$ cat src/rtl/id_hazard_ctrl_if.sv
// Signal bundle between the ID-stage decoder/pipeline and id_hazard_ctrl.
// master drives decoder/pipeline state; slave is the hazard controller.
interface id_hazard_ctrl_if #(
  parameter int unsigned CTRL_W = 4,
  parameter int unsigned REG_W  = 4,
  parameter int unsigned CNT_W  = 16
);
  logic              id_valid;
  logic [CTRL_W-1:0] ex_ctrl_dec;
  logic [CTRL_W-1:0] mem_ctrl_dec;
  logic [CTRL_W-1:0] wb_ctrl_dec;
  logic [REG_W-1:0]  id_rn;
  logic [REG_W-1:0]  id_rm;
  logic              id_uses_rn;
  logic              id_uses_rm;
  logic [REG_W-1:0]  idex_rd;
  logic              idex_mem_read;
  logic              branch_taken;
  logic [CTRL_W-1:0] ex_ctrl_out;
  logic [CTRL_W-1:0] mem_ctrl_out;
  logic [CTRL_W-1:0] wb_ctrl_out;
  logic              pc_we;
  logic              if_id_we;
  logic              if_id_flush;
  logic [CNT_W-1:0]  stall_count;
  logic [CNT_W-1:0]  flush_count;

  modport master (
    output id_valid, ex_ctrl_dec, mem_ctrl_dec, wb_ctrl_dec,
           id_rn, id_rm, id_uses_rn, id_uses_rm,
           idex_rd, idex_mem_read, branch_taken,
    input  ex_ctrl_out, mem_ctrl_out, wb_ctrl_out,
           pc_we, if_id_we, if_id_flush, stall_count, flush_count
  );

  modport slave (
    input  id_valid, ex_ctrl_dec, mem_ctrl_dec, wb_ctrl_dec,
           id_rn, id_rm, id_uses_rn, id_uses_rm,
           idex_rd, idex_mem_read, branch_taken,
    output ex_ctrl_out, mem_ctrl_out, wb_ctrl_out,
           pc_we, if_id_we, if_id_flush, stall_count, flush_count
  );
endinterface

$ cat src/rtl/id_hazard_ctrl.sv
// ID-stage hazard controller: load-use stalls, branch flushes, bubble insertion.
// Define HAZ_PERF_CNT_EN to build saturating stall/flush bubble counters.
module id_hazard_ctrl #(
  parameter int unsigned CTRL_W       = 4,
  parameter int unsigned REG_W        = 4,
  parameter int unsigned LU_BUBBLES   = 1,
  parameter int unsigned FLUSH_CYCLES = 2,
  parameter int unsigned CNT_W        = 16
) (
  input logic             clk,
  input logic             reset,
  id_hazard_ctrl_if.slave hz
);

  localparam int unsigned MAXB = (LU_BUBBLES > FLUSH_CYCLES) ? LU_BUBBLES : FLUSH_CYCLES;
  localparam int unsigned CW   = (MAXB < 2) ? 1 : $clog2(MAXB + 1);

  typedef enum logic [1:0] {
    RUN      = 2'd0,
    LU_STALL = 2'd1,
    FLUSH    = 2'd2
  } state_t;

  state_t          r_state, w_next_state;
  logic [CW-1:0]   r_cnt, w_next_cnt;
  logic            w_lu;

  assign w_lu = hz.id_valid & hz.idex_mem_read &
                ((hz.id_uses_rn & (hz.id_rn == hz.idex_rd)) |
                 (hz.id_uses_rm & (hz.id_rm == hz.idex_rd)));

  always_ff @(posedge clk) begin
    if (reset) begin
      r_state <= RUN;
      r_cnt   <= '0;
    end else begin
      r_state <= w_next_state;
      r_cnt   <= w_next_cnt;
    end
  end

  // Outputs default to a bubble with the front end frozen; each branch opens up what it needs.
  always_comb begin
    w_next_state    = r_state;
    w_next_cnt      = r_cnt;
    hz.ex_ctrl_out  = '0;
    hz.mem_ctrl_out = '0;
    hz.wb_ctrl_out  = '0;
    hz.pc_we        = 1'b0;
    hz.if_id_we     = 1'b0;
    hz.if_id_flush  = 1'b0;
    if (!reset) begin
      if (hz.branch_taken && (r_state != FLUSH || FLUSH_CYCLES > 1)) begin
        hz.pc_we       = 1'b1;
        hz.if_id_flush = 1'b1;
        if (FLUSH_CYCLES > 1) begin
          w_next_state = FLUSH;
          w_next_cnt   = CW'(FLUSH_CYCLES - 1);
        end else begin
          w_next_state = RUN;
        end
      end else begin
        case (r_state)
          RUN: begin
            if (w_lu) begin
              if (LU_BUBBLES > 1) begin
                w_next_state = LU_STALL;
                w_next_cnt   = CW'(LU_BUBBLES - 1);
              end
            end else begin
              hz.pc_we    = 1'b1;
              hz.if_id_we = 1'b1;
              if (hz.id_valid) begin
                hz.ex_ctrl_out  = hz.ex_ctrl_dec;
                hz.mem_ctrl_out = hz.mem_ctrl_dec;
                hz.wb_ctrl_out  = hz.wb_ctrl_dec;
              end
            end
          end
          LU_STALL: begin
            if (r_cnt <= CW'(1)) w_next_state = RUN;
            else                 w_next_cnt   = r_cnt - CW'(1);
          end
          FLUSH: begin
            hz.pc_we       = 1'b1;
            hz.if_id_flush = 1'b1;
            if (r_cnt <= CW'(1)) w_next_state = RUN;
            else                 w_next_cnt   = r_cnt - CW'(1);
          end
          default: w_next_state = RUN;
        endcase
      end
    end
  end

`ifdef HAZ_PERF_CNT_EN
  logic             w_stall_inc, w_flush_inc;
  logic [CNT_W-1:0] r_stall_count, r_flush_count;

  // Every branch-taken cycle is a flush bubble regardless of state, so it masks stall counting.
  assign w_stall_inc = !hz.branch_taken &&
                       ((r_state == RUN && w_lu) || r_state == LU_STALL);
  assign w_flush_inc = hz.branch_taken || (r_state == FLUSH);

  always_ff @(posedge clk) begin
    if (reset) begin
      r_stall_count <= '0;
      r_flush_count <= '0;
    end else begin
      if (w_stall_inc && r_stall_count != '1) r_stall_count <= r_stall_count + CNT_W'(1);
      if (w_flush_inc && r_flush_count != '1) r_flush_count <= r_flush_count + CNT_W'(1);
    end
  end

  assign hz.stall_count = r_stall_count;
  assign hz.flush_count = r_flush_count;
`else
  assign hz.stall_count = '0;
  assign hz.flush_count = '0;
`endif

endmodule

$ cat src/flat_wrapper.sv
// flat-port wrapper written by rule: the top's interface ports become plain ports
module id_hazard_ctrl_flat 
#(
  parameter int unsigned CTRL_W       = 4,
  parameter int unsigned REG_W        = 4,
  parameter int unsigned LU_BUBBLES   = 1,
  parameter int unsigned FLUSH_CYCLES = 2,
  parameter int unsigned CNT_W        = 16
)
  (clk, reset, hz_id_valid, hz_ex_ctrl_dec, hz_mem_ctrl_dec, hz_wb_ctrl_dec, hz_id_rn, hz_id_rm, hz_id_uses_rn, hz_id_uses_rm, hz_idex_rd, hz_idex_mem_read, hz_branch_taken, hz_ex_ctrl_out, hz_mem_ctrl_out, hz_wb_ctrl_out, hz_pc_we, hz_if_id_we, hz_if_id_flush, hz_stall_count, hz_flush_count);
  id_hazard_ctrl_if #(.CTRL_W(CTRL_W), .REG_W(REG_W), .CNT_W(CNT_W)) hz_i ();
  input logic clk;
  input logic reset;
  input wire logic [$bits(hz_i.id_valid)-1:0] hz_id_valid;
  input wire logic [$bits(hz_i.ex_ctrl_dec)-1:0] hz_ex_ctrl_dec;
  input wire logic [$bits(hz_i.mem_ctrl_dec)-1:0] hz_mem_ctrl_dec;
  input wire logic [$bits(hz_i.wb_ctrl_dec)-1:0] hz_wb_ctrl_dec;
  input wire logic [$bits(hz_i.id_rn)-1:0] hz_id_rn;
  input wire logic [$bits(hz_i.id_rm)-1:0] hz_id_rm;
  input wire logic [$bits(hz_i.id_uses_rn)-1:0] hz_id_uses_rn;
  input wire logic [$bits(hz_i.id_uses_rm)-1:0] hz_id_uses_rm;
  input wire logic [$bits(hz_i.idex_rd)-1:0] hz_idex_rd;
  input wire logic [$bits(hz_i.idex_mem_read)-1:0] hz_idex_mem_read;
  input wire logic [$bits(hz_i.branch_taken)-1:0] hz_branch_taken;
  output wire logic [$bits(hz_i.ex_ctrl_out)-1:0] hz_ex_ctrl_out;
  output wire logic [$bits(hz_i.mem_ctrl_out)-1:0] hz_mem_ctrl_out;
  output wire logic [$bits(hz_i.wb_ctrl_out)-1:0] hz_wb_ctrl_out;
  output wire logic [$bits(hz_i.pc_we)-1:0] hz_pc_we;
  output wire logic [$bits(hz_i.if_id_we)-1:0] hz_if_id_we;
  output wire logic [$bits(hz_i.if_id_flush)-1:0] hz_if_id_flush;
  output wire logic [$bits(hz_i.stall_count)-1:0] hz_stall_count;
  output wire logic [$bits(hz_i.flush_count)-1:0] hz_flush_count;
  assign hz_i.id_valid = hz_id_valid;
  assign hz_i.ex_ctrl_dec = hz_ex_ctrl_dec;
  assign hz_i.mem_ctrl_dec = hz_mem_ctrl_dec;
  assign hz_i.wb_ctrl_dec = hz_wb_ctrl_dec;
  assign hz_i.id_rn = hz_id_rn;
  assign hz_i.id_rm = hz_id_rm;
  assign hz_i.id_uses_rn = hz_id_uses_rn;
  assign hz_i.id_uses_rm = hz_id_uses_rm;
  assign hz_i.idex_rd = hz_idex_rd;
  assign hz_i.idex_mem_read = hz_idex_mem_read;
  assign hz_i.branch_taken = hz_branch_taken;
  assign hz_ex_ctrl_out = hz_i.ex_ctrl_out;
  assign hz_mem_ctrl_out = hz_i.mem_ctrl_out;
  assign hz_wb_ctrl_out = hz_i.wb_ctrl_out;
  assign hz_pc_we = hz_i.pc_we;
  assign hz_if_id_we = hz_i.if_id_we;
  assign hz_if_id_flush = hz_i.if_id_flush;
  assign hz_stall_count = hz_i.stall_count;
  assign hz_flush_count = hz_i.flush_count;
  id_hazard_ctrl #(.CTRL_W(CTRL_W), .REG_W(REG_W), .LU_BUBBLES(LU_BUBBLES), .FLUSH_CYCLES(FLUSH_CYCLES), .CNT_W(CNT_W)) u_core (.clk(clk), .reset(reset), .hz(hz_i));
endmodule
$ cat config.mk
export PLATFORM = sky130hd
export DESIGN_NAME = id_hazard_ctrl_flat
export DESIGN_NICKNAME = d
export VERILOG_FILES = /design/src/rtl/id_hazard_ctrl_if.sv /design/src/rtl/id_hazard_ctrl.sv /design/src/flat_wrapper.sv
export SDC_FILE = /design/constraint.sdc
export NUM_CORES = 1
export LEC_CHECK = 0
export CORE_MARGIN = 4
export CORE_UTILIZATION = 26
export CTS_CLUSTER_SIZE = 16
export DETAILED_ROUTE_END_ITERATION = 10
export GPL_ROUTABILITY_DRIVEN = 0
export PLACE_DENSITY = 0.9
export SYNTH_ARGS = -nofsm -noshare
export SYNTH_HDL_FRONTEND = slang
export SYNTH_SLANG_ARGS = --single-unit
$ cat constraint.sdc
create_clock -name clk -period 1.7 [get_ports clk]
set_clock_uncertainty 0.1 [all_clocks]
set_input_delay 0.34 -clock clk [delete_from_list [all_inputs] [get_ports clk]]
set_output_delay 0.34 -clock clk [all_outputs]
set_load 0.05 [all_outputs]
# After elaboration in Yosys (flattened, before gate mapping)
# Index checks and enable logic that the tools add are counted.
[word_totals]
reg_bits = 4
input_bits = 31
out_inout_bits = 47
word_cells = 60
[classes]
add_sub_neg = 1
magnitude_cmp = 1
eq_ne = 8
n_mux = 31
n_bitwise = 7
n_reduce_logical = 8
[ops]
columns = ["op", "count"]
rows = [
  ["$mux W4", 15],
  ["$mux W1", 12],
  ["$eq A4 B4 Y1", 2],
  ["$reduce_and A2 Y1", 4],
  ["$and A1 B1 Y1", 4],
  ["$mux W2", 2],
  ["$ne A2 B2 Y1 const B", 2],
  ["$pmux W2 S2", 1],
  ["$reduce_or A2 Y1", 2],
  ["$ne A3 B1 Y1 const B", 1],
  ["$eq A2 B1 Y1 const B", 1],
  ["$eq A2 B2 Y1 const B", 1],
  ["$le A2 B1 Y1 const B", 1],
  ["$logic_not A2 Y1", 1],
  ["$ne A2 B1 Y1 const B", 1],
  ["$not A1 Y1", 2],
  ["$pmux W1 S2", 1],
  ["$reduce_bool A2 Y1", 1],
  ["$sub A2 B1 Y2 const B", 1],
  ["$or A1 B1 Y1", 1],
]

# Depth between registers and ports, before layout
[depth]
depth_word = 8
ltp_mapped = 6
mapped_depth_nobuf = 6

# Least setup slack after synthesis
# Ideal clock, no wire load.
[synth_path]
kind = "input -> output"
from = "in hz_id_rm[3]"
to = "out hz_if_id_we"
arrival_ps = 1812
setup_slack_ps = -552
cell_stages = 4
cell_sequence = "xnor2_1 nand3_1 o22ai_2 a21boi_0"
[synth_via]
elab_chain_len = 8
[synth_rtl]
columns = ["element", "line_no", "rtl"]
rows = [
  ["from (decl)", "flat_wrapper.sv:19", "input wire logic [$bits(hz_i.id_rm)-1:0] hz_id_rm;"],
  ["$eq A4 B4 Y1", "id_hazard_ctrl.sv:30", "(hz.id_uses_rm & (hz.id_rm == hz.idex_rd)));"],
  ["$and A1 B1 Y1", "id_hazard_ctrl.sv:30", ""],
  ["$or A1 B1 Y1", "id_hazard_ctrl.sv:29", "((hz.id_uses_rn & (hz.id_rn == hz.idex_rd)) |"],
  ["$and A1 B1 Y1", "id_hazard_ctrl.sv:28", "assign w_lu = hz.id_valid & hz.idex_mem_read &"],
  ["$mux W1", "id_hazard_ctrl.sv:65", "if (w_lu) begin"],
  ["$mux W1", "id_hazard_ctrl.sv:63", "case (r_state)"],
  ["$mux W1", "id_hazard_ctrl.sv:53", "if (hz.branch_taken && (r_state != FLUSH || FLUSH_CYCLES > 1)) begin"],
  ["$mux W1", "id_hazard_ctrl.sv:52", "if (!reset) begin"],
  ["to (decl)", "flat_wrapper.sv:29", "output wire logic [$bits(hz_i.if_id_we)-1:0] hz_if_id_we;"],
]
# Every way passes these cells.

# Worst setup path in the final report
[layout_path]
from = "in hz_idex_rd[0]"
to = "out hz_mem_ctrl_out[1]"
[layout_via]
elab_chain_len = 8
elab_cells_between_ends = 10
[layout_rtl]
columns = ["element", "line_no", "rtl"]
rows = [
  ["from (decl)", "flat_wrapper.sv:22", "input wire logic [$bits(hz_i.idex_rd)-1:0] hz_idex_rd;"],
  ["$eq A4 B4 Y1, on equally long branches", "id_hazard_ctrl.sv:29, id_hazard_ctrl.sv:30", ""],
  ["$and A1 B1 Y1, on equally long branches", "id_hazard_ctrl.sv:29, id_hazard_ctrl.sv:30", ""],
  ["$or A1 B1 Y1 (*)", "id_hazard_ctrl.sv:29", ""],
  ["$and A1 B1 Y1 (*)", "id_hazard_ctrl.sv:28", ""],
  ["$mux W4 (*)", "id_hazard_ctrl.sv:65", ""],
  ["$mux W4 (*)", "id_hazard_ctrl.sv:63", ""],
  ["$mux W4 (*)", "id_hazard_ctrl.sv:53", ""],
  ["$mux W4 (*)", "id_hazard_ctrl.sv:52", ""],
  ["to (decl)", "flat_wrapper.sv:26", "output wire logic [$bits(hz_i.mem_ctrl_out)-1:0] hz_mem_ctrl_out;"],
]
# Mark *: on every way between the ends. The rest lies on a longest branch, timed or not.

==> results.json <==
{
  "combinationalPowerShare": 0.702,
  "clock-sinks": 3,
  "drt-total-wl_um": 2630,
  "finalWorstSetupSlack_ps": -137,
  "gr-total-overflow": 0,
  "grt_pass1_vias": 747,
  "setup_viol": 14,
  "insertion_delay_ps": 230,
  "drt_first_pass_iters": 2,
  "postSynthAreaPerCell_um2": 6.88,
  "pwr-share-seq": 0.116,
  "ys_warn_count": 0,
  "core_area_um2": 2250,
  "synth-edff-count": 0,
  "fin_crit_sh": 1.08,
  "ctsHoldBuffers": 0,
  "ir_worst_vdd_v": 0.000381,
  "die_x_um": 57.3,
  "cts-buffers-inserted": 3,
  "rows": 17,
  "syn_area_um2": 633,
  "cts_tree": "yes",
  "startpoint_type": "input port",
  "ys_seq_area_frac": 0.0949,
  "hold_class": "in -> reg",
  "place.port_buffers": 45,
  "cell_internal_pwr_w": 0.000322,
  "synth_area_leaders": "buf_4 38%, nand3_1 13%, xnor2_1 12%",
  "die_y_um": 57.3,
  "endpoint_kind": "output pin",
  "antenna_found_initial": 0,
  "yosys.area.top_type": "buf_4",
  "synthToLayoutAreaGrowth_pct": 127,
  "cts_root_buffer": "clkbuf_4",
  "critPathKind": "in -> out",
  "p_sw_frac": 0.515,
  "io_pins": 78,
  "cts_setup_buffers": 0,
  "p_leak_nw": 0.601,
  "power.switching_w": 0.000343,
  "crit_fanout": 7,
  "fin_nets": 178,
  "synth.top_cell.area_share": 0.379,
  "grt_max_degree": 8,
  "drt_iter0_drc": 19,
  "whs_ps": 389,
  "rsz0062_at_grt": "yes",
  "cts_buffer_depth": 2,
  "vias": 736,
  "cap_viol_max_count": 0,
  "yosysMostFrequentCell": "buf_4",
  "drc": 0,
  "drv_slew": 0,
  "finalSetupTns_ps": -1450,
  "h-tree-depth": 1,
  "synthCells": 92,
  "netlist_top_cells_count": "32 x buf_4, 16 x nand3_1, 15 x nor2_1, 9 x xnor2_1, 3 x dfxtp_1",
  "fin_area_um2": 1440,
  "ys.flop_type": "dfxtp_1",
  "cp.required_ps": 1260,
  "place_area_um2": 1060,
  "finalHoldViolations": 0,
  "grtUsageTotal": 0.136,
  "synth_cell_type_count": 21,
  "via_per_inst": 4.25,
  "finalCriticalPeriod_ps": 1840,
  "grt_pass1_wl_um": 3460,
  "violations": "negative setup slack",
  "cp.arrival_ps": 1400,
  "drive_gt1_frac": 0.545,
  "status": "complete, but fails checks",
  "power.density_nw_per_um2": 462,
  "ys_ff_latch": 3,
  "clkSlewWorstSetupHoldPaths_ps": 30,
  "die_area_um2": 3290,
  "synthArstFlopShare": 0,
  "antenna_cells": 0,
  "hpwl_um": 1520,
  "ant_nets": 0,
  "fmax_ghz": 0.544,
  "initial_core_util": 0.281,
  "wire_per_inst_um": 15.2,
  "clkPwrFrac": 0.183
}
-- state kept, by name, summed over array words and instances, names as in the netlist --
register	count
u_core.r_state	1
u_core.r_cnt	2
-- cell type report --
type,count,area (um2)
inverters,2,7.51
clock buffers,4,26.3
multi-input cells,83,709
repair buffers,53,601
well taps,28,35.0
fillers,175,815
flip-flops and latches,3,61.3
-- placed cells by master, fill, tap and decap left out, types with 2 or more instances in the layout --
| cell | synthesis | layout |
|---|---|---|
| buf_12 | 0 | 3 |
| buf_2 | 1 | 4 |
| buf_4 | 32 | 3 |
| buf_6 | 1 | 20 |
| buf_8 | 0 | 3 |
| clkbuf_4 | 0 | 3 |
| clkdlybuf4s50_1 | 0 | 12 |
| conb_1 | 1 | 32 |
| dfxtp_1 | 3 | 2 |
| dlygate4sd2_1 | 0 | 4 |
| inv_1 | 2 | 2 |
| nand3_2 | 0 | 11 |
| nand3_4 | 0 | 5 |
| nor2_1 | 15 | 3 |
| nor2_2 | 1 | 5 |
| nor2_4 | 0 | 8 |
| xnor2_1 | 9 | 3 |
| xnor2_2 | 0 | 4 |
| xnor2_4 | 0 | 2 |
-- path summary, 6_finish.rpt --
kind	startpoint	end	slack, ps	depth (start not counted)
max	hz_idex_rd[0]	hz_mem_ctrl_out[1]	-140	7
max reg2reg	u_core.r_cnt[1]$_SDFFE_PP0P_	u_core.r_cnt[0]$_SDFFE_PP0P_	440	6
min	reset	u_core.r_cnt[0]$_SDFFE_PP0P_	390	3
min reg2reg	u_core.r_cnt[1]$_SDFFE_PP0P_	u_core.r_cnt[1]$_SDFFE_PP0P_	390	2
-- cell families (layout without fill, tap and decap cells) --
| family | count (synthesis) | count (layout) | synth area share |
|---|---|---|---|
| AO/OA/AOI/OAI | 4 | 4 | 0.0494 |
| flip-flops | 3 | 3 | 0.0949 |
| XOR/XNOR | 9 | 9 | 0.125 |
| other | 1 | 32 | 0.00592 |
| buffers and inverters | 37 | 59 | 0.423 |
| adder cells (fa/ha/maj) | 1 | 1 | 0.0198 |
| AND/OR/NAND/NOR | 37 | 37 | 0.283 |
-- layer usage --
| layer | track usage | wire length (um) | up-vias | part of all wire |
|---|---|---|---|---|
| li1 | - | - | 346 | - |
| met1 | 0.119 | 764 | 339 | 0.29 |
| met2 | 0.276 | 1590 | 45 | 0.60 |
| met3 | 0.0271 | 222 | 6 | 0.084 |
| met4 | 0.0795 | 57 | 0 | 0.022 |
| met5 | 0 | 0 | - | 0 |
-- power by group through the flow --
stage / registers (W) / clock network [W] / logic (W)
after global routing: 0.0000773 / 0.000133 / 0.000484
after floorplan: 0.0000768 / 0 / 0.000313
after CTS: 0.0000767 / 0.000130 / 0.000430
final: 0.0000771 / 0.000121 / 0.000467
after detailed placement: 0.0000772 / 0 / 0.000375
after global placement: 0.0000772 / 0 / 0.000373
-- worst max-delay path, cell delays in order --
cell and delay [ps]:
buf_8 110, xnor2_4 160, nand3_2 110, o22ai_4 240, clkbuf_16 220, nor2_4 60, buf_8 140
-- repair_timing --
action | CTS | global route
gates resized for setup | 103 | 27
cloned | 3 | 0
endpoints found under the setup margin | 15 | 15
pin swaps | 22 | 12
-- metrics by stage --
| step | power [W] | instances | utilization | setup slack (ps) |
|---|---|---|---|---|
| final | 0.000665 | 173 | 0.639 | -137 |
| after global routing | 0.000695 | 173 | 0.639 | -202 |
| after CTS | 0.000637 | 173 | 0.590 | -114 |
| after detailed placement | 0.000453 | 166 | 0.472 | -544 |
| after global placement | 0.000450 | 166 | 0.472 | -526 |
| after floorplan | 0.000389 | 123 | - | -246 |
Power figures use the tool's default switching activity.
